`config.mk`:
```
export PLATFORM = sky130hd
export DESIGN_NAME = spi_frame_slave
export DESIGN_NICKNAME = d
export VERILOG_FILES = /design/src/rtl/spi_frame_slave_pkg.sv /design/src/rtl/spi_frame_slave_edge_sync.sv /design/src/rtl/spi_frame_slave.sv
export SDC_FILE = /design/constraint.sdc
export NUM_CORES = 1
export LEC_CHECK = 0
export ABC_AREA = 1
export BUFFER_PORTS_ARGS = -buffer_cell sky130_fd_sc_hd__buf_2
export CORE_UTILIZATION = 35
export CTS_CLUSTER_DIAMETER = 40
export DETAILED_ROUTE_END_ITERATION = 10
export GPL_TIMING_DRIVEN = 1
export SYNTH_ARGS = -nofsm -noshare
export SYNTH_HDL_FRONTEND = slang
export SYNTH_HIERARCHICAL = 1
export SYNTH_SLANG_ARGS = --single-unit
export TNS_END_PERCENT = 5
```
`constraint.sdc`:
```
create_clock -name clk -period 4.09 [get_ports clk]
set_clock_uncertainty 0.2 [all_clocks]
set_input_delay 1.0225 -clock clk [delete_from_list [all_inputs] [get_ports clk]]
set_output_delay 1.0225 -clock clk [all_outputs]
set_load 0.005 [all_outputs]
```
`src/rtl/spi_frame_slave_pkg.sv`:
```
// Shared definitions for the SPI frame responder.
//  - frame size and the bit counter width derived from it
//  - header RnW bit values
//  - FSM state encoding (3-bit)
//  - byte_swap: the wire carries the low byte first, so a 16-bit shift
//    register holds {low,high} and must be swapped to get the bus word
//    (and swapped again before a bus word is shifted out)
package spi_frame_slave_pkg;

   localparam int FRAME_BITS = 16;
   localparam int CNT_W      = $clog2(FRAME_BITS);

   localparam logic RNW_READ  = 1'b1;
   localparam logic RNW_WRITE = 1'b0;

   typedef enum logic [2:0] {
      ST_IDLE   = 3'd0,
      ST_HEADER = 3'd1,
      ST_WDATA  = 3'd2,
      ST_RREQ   = 3'd3,
      ST_RWAIT  = 3'd4,
      ST_RDATA  = 3'd5
   } state_t;

   function automatic logic [FRAME_BITS-1:0] byte_swap(input logic [FRAME_BITS-1:0] w);
      return {w[7:0], w[15:8]};
   endfunction

endpackage

```
`src/rtl/spi_frame_slave_edge_sync.sv`:
```
// Synchronizer and edge detector for the SPI pins.
// Ports:
//  clk, resetn          system clock, async active-low reset
//  sck, ss, mosi        raw SPI pins
//  sck_rise, sck_fall   1-clk pulses on synchronized sck edges
//  ss_rise, ss_fall     1-clk pulses on synchronized ss edges
//  mosi_s               mosi delayed by the same number of stages as sck,
//                       so it is the bit that was on the wire at the sck rise
// Reset values: sck chain resets high (its idle level) so releasing reset
// never fakes a rise. ss chain resets low so that releasing reset in the
// middle of a frame (ss still low) does not produce an ss fall; the slave
// then waits for a genuine ss fall to start decoding.
module spi_frame_slave_edge_sync #(
   parameter int SYNC_STAGES = 2
) (
   input  logic clk,
   input  logic resetn,
   input  logic sck,
   input  logic ss,
   input  logic mosi,
   output logic sck_rise,
   output logic sck_fall,
   output logic ss_rise,
   output logic ss_fall,
   output logic mosi_s
);

   logic [SYNC_STAGES-1:0] sck_sync_q, sck_sync_d;
   logic [SYNC_STAGES-1:0] ss_sync_q, ss_sync_d;
   logic [SYNC_STAGES-1:0] mosi_sync_q, mosi_sync_d;
   logic                   sck_prev_q, sck_prev_d;
   logic                   ss_prev_q, ss_prev_d;
   logic                   sck_s, ss_s;

   assign sck_s  = sck_sync_q[SYNC_STAGES-1];
   assign ss_s   = ss_sync_q[SYNC_STAGES-1];
   assign mosi_s = mosi_sync_q[SYNC_STAGES-1];

   always_comb begin
      sck_sync_d  = (sck_sync_q << 1)  | SYNC_STAGES'(sck);
      ss_sync_d   = (ss_sync_q << 1)   | SYNC_STAGES'(ss);
      mosi_sync_d = (mosi_sync_q << 1) | SYNC_STAGES'(mosi);
      sck_prev_d  = sck_s;
      ss_prev_d   = ss_s;
   end

   always_ff @(posedge clk or negedge resetn) begin
      if (!resetn) begin
         sck_sync_q  <= '1;
         ss_sync_q   <= '0;
         mosi_sync_q <= '0;
         sck_prev_q  <= 1'b1;
         ss_prev_q   <= 1'b0;
      end else begin
         sck_sync_q  <= sck_sync_d;
         ss_sync_q   <= ss_sync_d;
         mosi_sync_q <= mosi_sync_d;
         sck_prev_q  <= sck_prev_d;
         ss_prev_q   <= ss_prev_d;
      end
   end

   assign sck_rise = sck_s & ~sck_prev_q;
   assign sck_fall = ~sck_s & sck_prev_q;
   assign ss_rise  = ss_s & ~ss_prev_q;
   assign ss_fall  = ~ss_s & ss_prev_q;

endmodule

```
`src/rtl/spi_frame_slave.sv`:
```
// SPI frame responder: decodes host frames into single-cycle bus strobes.
// Frame = header {addr[14:0],RnW} + data words, all within one ss-low window.
// Wire order: low byte first, MSB first within each byte (sck idles high,
// host samples/drives on rise/fall respectively).
// Ports:
//  clk, resetn        system clock, async active-low reset
//  sck, ss, mosi      SPI inputs (asynchronous to clk)
//  miso, miso_oe      SPI output and its enable
//  addr, wr_data, we  write bus (we is 1 clk, addr/wr_data stable during it)
//  re, rd_data        read bus (rd_data valid RD_LATENCY clks after re)
//
// state     | meaning
// ----------+-------------------------------------------------------------
// ST_IDLE   | ss high, waiting for ss fall
// ST_HEADER | shifting in the header word
// ST_WDATA  | write burst: each completed word strobes we, then addr+1
// ST_RREQ   | issue re for the current addr
// ST_RWAIT  | wait RD_LATENCY clks, then load tx and present its MSB
// ST_RDATA  | shift tx out on sck falls; word end -> addr+1, fetch again
module spi_frame_slave
   import spi_frame_slave_pkg::*;
#(
   parameter int ADDR_WIDTH  = 15,
   parameter int DATA_WIDTH  = 16,
   parameter int RD_LATENCY  = 1,
   parameter int SYNC_STAGES = 2
) (
   input  logic                  clk,
   input  logic                  resetn,
   input  logic                  sck,
   input  logic                  ss,
   input  logic                  mosi,
   output logic                  miso,
   output logic                  miso_oe,
   output logic [ADDR_WIDTH-1:0] addr,
   output logic [DATA_WIDTH-1:0] wr_data,
   output logic                  we,
   output logic                  re,
   input  logic [DATA_WIDTH-1:0] rd_data
);

   localparam int                LAT_W   = (RD_LATENCY < 1) ? 1 : $clog2(RD_LATENCY + 1);
   localparam logic [CNT_W-1:0]  CNT_MAX = CNT_W'(FRAME_BITS - 1);

   logic sck_rise, sck_fall, ss_rise, ss_fall, mosi_s;

   spi_frame_slave_edge_sync #(
      .SYNC_STAGES (SYNC_STAGES)
   ) u_edge_sync (
      .clk      (clk),
      .resetn   (resetn),
      .sck      (sck),
      .ss       (ss),
      .mosi     (mosi),
      .sck_rise (sck_rise),
      .sck_fall (sck_fall),
      .ss_rise  (ss_rise),
      .ss_fall  (ss_fall),
      .mosi_s   (mosi_s)
   );

   state_t                state_q, state_d;
   logic [CNT_W-1:0]      cnt_q, cnt_d;
   logic [DATA_WIDTH-1:0] rx_q, rx_d;
   logic [DATA_WIDTH-1:0] tx_q, tx_d;
   logic [ADDR_WIDTH-1:0] addr_q, addr_d;
   logic [DATA_WIDTH-1:0] wr_data_q, wr_data_d;
   logic                  we_q, we_d;
   logic                  re_q, re_d;
   logic                  miso_q, miso_d;
   logic                  miso_oe_q, miso_oe_d;
   logic [LAT_W-1:0]      lat_q, lat_d;

   logic [DATA_WIDTH-1:0] rx_next;
   logic [DATA_WIDTH-1:0] word;
   logic                  word_done;

   always_comb begin
      state_d   = state_q;
      cnt_d     = cnt_q;
      rx_d      = rx_q;
      tx_d      = tx_q;
      addr_d    = addr_q;
      wr_data_d = wr_data_q;
      we_d      = 1'b0;
      re_d      = 1'b0;
      miso_d    = miso_q;
      miso_oe_d = miso_oe_q;
      lat_d     = lat_q;
      rx_next   = {rx_q[DATA_WIDTH-2:0], mosi_s};
      word      = byte_swap(rx_next);
      word_done = 1'b0;

      // Address advances the clk after the write strobe, so it is stable
      // for the whole we pulse.
      if (we_q) begin
         addr_d = addr_q + 1'b1;
      end

      // Bits are counted in every active state, including reads where the
      // incoming data is ignored, so word boundaries stay aligned.
      if ((state_q != ST_IDLE) && sck_rise) begin
         rx_d      = rx_next;
         cnt_d     = cnt_q + 1'b1;
         word_done = (cnt_q == CNT_MAX);
      end

      case (state_q)
         ST_IDLE: begin
            if (ss_fall) begin
               cnt_d     = '0;
               rx_d      = '0;
               tx_d      = '0;
               miso_oe_d = 1'b1;
               state_d   = ST_HEADER;
            end
         end
         ST_HEADER: begin
            if (word_done) begin
               addr_d  = word[ADDR_WIDTH:1];
               state_d = (word[0] == RNW_WRITE) ? ST_WDATA : ST_RREQ;
            end
         end
         ST_WDATA: begin
            if (word_done) begin
               wr_data_d = word;
               we_d      = 1'b1;
            end
         end
         ST_RREQ: begin
            re_d    = 1'b1;
            lat_d   = LAT_W'(RD_LATENCY);
            state_d = ST_RWAIT;
         end
         ST_RWAIT: begin
            if (lat_q == '0) begin
               tx_d    = byte_swap(rd_data);
               miso_d  = rd_data[7];
               state_d = ST_RDATA;
            end else begin
               lat_d = lat_q - 1'b1;
            end
         end
         ST_RDATA: begin
            // The fall right after a word boundary (cnt==0) keeps the freshly
            // loaded MSB on miso; every later fall advances one bit.
            if (sck_fall && (cnt_q != '0)) begin
               tx_d   = {tx_q[DATA_WIDTH-2:0], 1'b0};
               miso_d = tx_q[DATA_WIDTH-2];
            end
            if (word_done) begin
               addr_d  = addr_q + 1'b1;
               state_d = ST_RREQ;
            end
         end
         default: state_d = ST_IDLE;
      endcase

      // Frame end overrides everything except a write that completed on
      // this very clk, which is still strobed.
      if ((state_q != ST_IDLE) && ss_rise) begin
         state_d   = ST_IDLE;
         re_d      = 1'b0;
         miso_oe_d = 1'b0;
      end

      if ((state_d != ST_RWAIT) && (state_d != ST_RDATA)) begin
         miso_d = 1'b0;
      end
   end

   always_ff @(posedge clk or negedge resetn) begin
      if (!resetn) begin
         state_q   <= ST_IDLE;
         cnt_q     <= '0;
         rx_q      <= '0;
         tx_q      <= '0;
         addr_q    <= '0;
         wr_data_q <= '0;
         we_q      <= 1'b0;
         re_q      <= 1'b0;
         miso_q    <= 1'b0;
         miso_oe_q <= 1'b0;
         lat_q     <= '0;
      end else begin
         state_q   <= state_d;
         cnt_q     <= cnt_d;
         rx_q      <= rx_d;
         tx_q      <= tx_d;
         addr_q    <= addr_d;
         wr_data_q <= wr_data_d;
         we_q      <= we_d;
         re_q      <= re_d;
         miso_q    <= miso_d;
         miso_oe_q <= miso_oe_d;
         lat_q     <= lat_d;
      end
   end

   assign miso    = miso_q;
   assign miso_oe = miso_oe_q;
   assign addr    = addr_q;
   assign wr_data = wr_data_q;
   assign we      = we_q;
   assign re      = re_q;

endmodule

```
==> out/metrics.cfg <==
[power_and_ir_drop]
ir_drop_mv=0.204
p_leak_nw=2.51
power_density_nw_per_um2=465

[routing]
wl_per_cell_um=13.4
antenna_left=0
drt_iter0_drc=233
viasPerCell=4.98
drt-pass1-iter-count=7
drc=8
vias=3670
routed_wl_mm=9.88

[synth]
avgSynthCellArea_um2=7.66
syn_nets=567
netlist_instances=543
synth-edff-count=0
seq_area_frac_synth=0.488
synth-seq-cells=81
ys.flop_type=dfrtp_1
synth.distinct_cells=30
synth_area_um2=4160
ys_warn_count=6
synthArstFlopShare=1.00

[outcome]
failed_checks=DRC
status=complete, but fails checks

[setup_path]
r2r_start=u_edge_sync/sck_sync_q[1]$_DFF_PN1_
setup.worst_path.start=u_edge_sync/sck_sync_q[1]$_DFF_PN1_
cpMaxStageDelayCell=dfstp_2
path_max_fanout=32
start_kind=register
cp_num_buf_inv=2
cp-end-kind=register
critPathMaxStageDelay_ns=0.54
critPathRequiredTime_ns=4.09
crit_chain=inv_1, nor2_1, nand3_2, inv_2, nand2_2, nand2_1, o21ai_1
worstSetupPathType=reg2reg
cp.arrival_ns=2.69
crit_family=simple AND/OR/NAND/NOR gates

[global_routing]
gr-total-overflow=0
antenna_found_initial=0
track_usage=0.171
grt_pass1_wl_mm=16.9
grt_max_degree=82
grt_pass1_vias=3427

[die]
die_width_um=111
start_util=0.361
die_y_um=111
core_area_um2=11500
pin_count=56
rows=39
die-area_um2=12300

[timing]
final.min_clock_period_ns=2.69
tightest_slew_ns=1.02
hold_viol_final=0
maxSlewHeadroom=0.317
period_share=0.657
max_freq_mhz=372
setup_tns_ns=0
finalMaxSlewViolations=0
setup_violations=0
rsz0062_at_grt=false

[clock_tree]
cts_made_buffers=9
clock_tree.buffer_depth=2
ctsHoldBuffers=0
worstSkewPairLatency_ns=0.34
htree_levels=3
post_cts_buffers=0
path_clk_slew_ns=0.06
cts_tree=done
cts_num_sinks=81
post_cts_resized=0
ctsRootBufferMaster=clkbuf_16

[finish]
layout.nets=613
final_cell_mix=174 x nand2_1, 78 x dfrtp_1, 58 x inv_1
drive_gt1_frac=0.152
final_cells=737
final_common_cell=nand2_1
syn_to_final_growth_pct=15.7
antenna_cells=0
n_fill_cell=1195

[job]
drv_cap=0

[placed_design]
dp.cells=721
place_congestion=0.799
port_buffers=55
dp_hpwl_mm=6.69

[min_path]
hold_path_class=reg2reg
min_from=u_edge_sync/ss_sync_q[0]$_DFF_PN0_

-- per-stage QoR --
| stage | utilization | worst slack [ns] | hold slack (ns) | power, mW | area, µm² |
|---|---|---|---|---|---|
| after floorplan | - | 2.38 | 0.131 | 1.28 | 4160 |
| after global placement | 0.392 | 1.52 | 0.134 | 1.41 | 4510 |
| after detailed placement | 0.392 | 1.43 | 0.138 | 1.42 | 4510 |
| after CTS | 0.418 | 1.43 | 0.145 | 2.26 | 4810 |
| after global routing | 0.418 | 1.15 | 0.146 | 2.38 | 4810 |
| final | 0.418 | 1.40 | 0.145 | 2.24 | 4810 |
-- worst register-to-register path, stage by stage, from the launching register on --
cell and delay [ns]:
dfstp_2 0.54, inv_1 0.04, nor2_1 0.21, nand3_2 0.44
inv_2 0.44, nand2_2 0.41, nand2_1 0.18, o21ai_1 0.09
-- sequential cells by signal, indices dropped and copies added, names as in the netlist, 2 cells and up --
name / cells
u_edge_sync/mosi_sync_q: 2
u_edge_sync/ss_sync_q: 2
rx_q: 15
addr: 15
tx_q: 15
state_q: 3
wr_data: 16
u_edge_sync/sck_sync_q: 2
cnt_q: 4
-- cell type report --
type                       count  area [µm²]  area share
sequential                    81        2030       0.422
clock inverter                 7        77.6      0.0161
multi-input combinational    380        1790       0.372
clock buffer                   9         225      0.0468
tap                          143         179      0.0372
inverter                      62         233      0.0483
timing repair buffer          55         278      0.0577
-- logic make-up after synthesis --
logic type                 share of synthesized area
xor gates and xnor gates                      0.0105
adders and majority gates                    0.00903
DFF                                            0.488
AOI/OAI and AO/OA                              0.154
buffers and inverters                         0.0812
and+or+nand+nor                                0.257
-- synthesized netlist by cell type (4+ instances only) --
| cell | instances | share of area |
|---|---|---|
| a22o_1 | 13 | 0.027 |
| nor2_1 | 37 | 0.033 |
| buf_4 | 4 | 0.0072 |
| inv_2 | 4 | 0.0036 |
| nand2_1 | 174 | 0.16 |
| buf_2 | 12 | 0.014 |
| nand4_1 | 4 | 0.0060 |
| nand3_1 | 28 | 0.034 |
| a21oi_1 | 32 | 0.039 |
| inv_1 | 58 | 0.052 |
| nand2_2 | 5 | 0.0075 |
| o21ai_1 | 21 | 0.025 |
| dfrtp_1 | 78 | 0.47 |
| o21ai_0 | 39 | 0.047 |
-- power by group --
part           leakage [nW]  internal (mW)  total (mW)  switching (mW)
combinational          1.28          0.127       0.421           0.294
sequential             1.08          0.901       0.985          0.0832
clock                 0.146          0.478       0.833           0.355
total                  2.51           1.51        2.24           0.732
-- path summary, 6_finish.rpt --
check                                                endpoint  slack, ns  depth (start not counted)
max in group asynchronous                  addr[10]$_DFF_PN0_       2.37                          1
setup / recovery                       wr_data[1]$_DFFE_PN0P_       1.40                          7
setup reg to reg                       wr_data[1]$_DFFE_PN0P_       1.40                          7
hold / removal             u_edge_sync/ss_sync_q[1]$_DFF_PN0_       0.15                          0
min in group asynchronous                 tx_q[5]$_DFFE_PN0P_       0.63                          1
hold reg to reg            u_edge_sync/ss_sync_q[1]$_DFF_PN0_       0.15                          0
-- metal layers --
| metal | wire length [µm] | share of wire | track usage |
|---|---|---|---|
| met4 | 149 | 0.015 | 0.0595 |
| met5 | 0 | 0 | 0 |
| met1 | 5030 | 0.51 | 0.249 |
| met2 | 4220 | 0.43 | 0.249 |
| met3 | 477 | 0.048 | 0.0394 |
(Power assumes the default switching activity.)
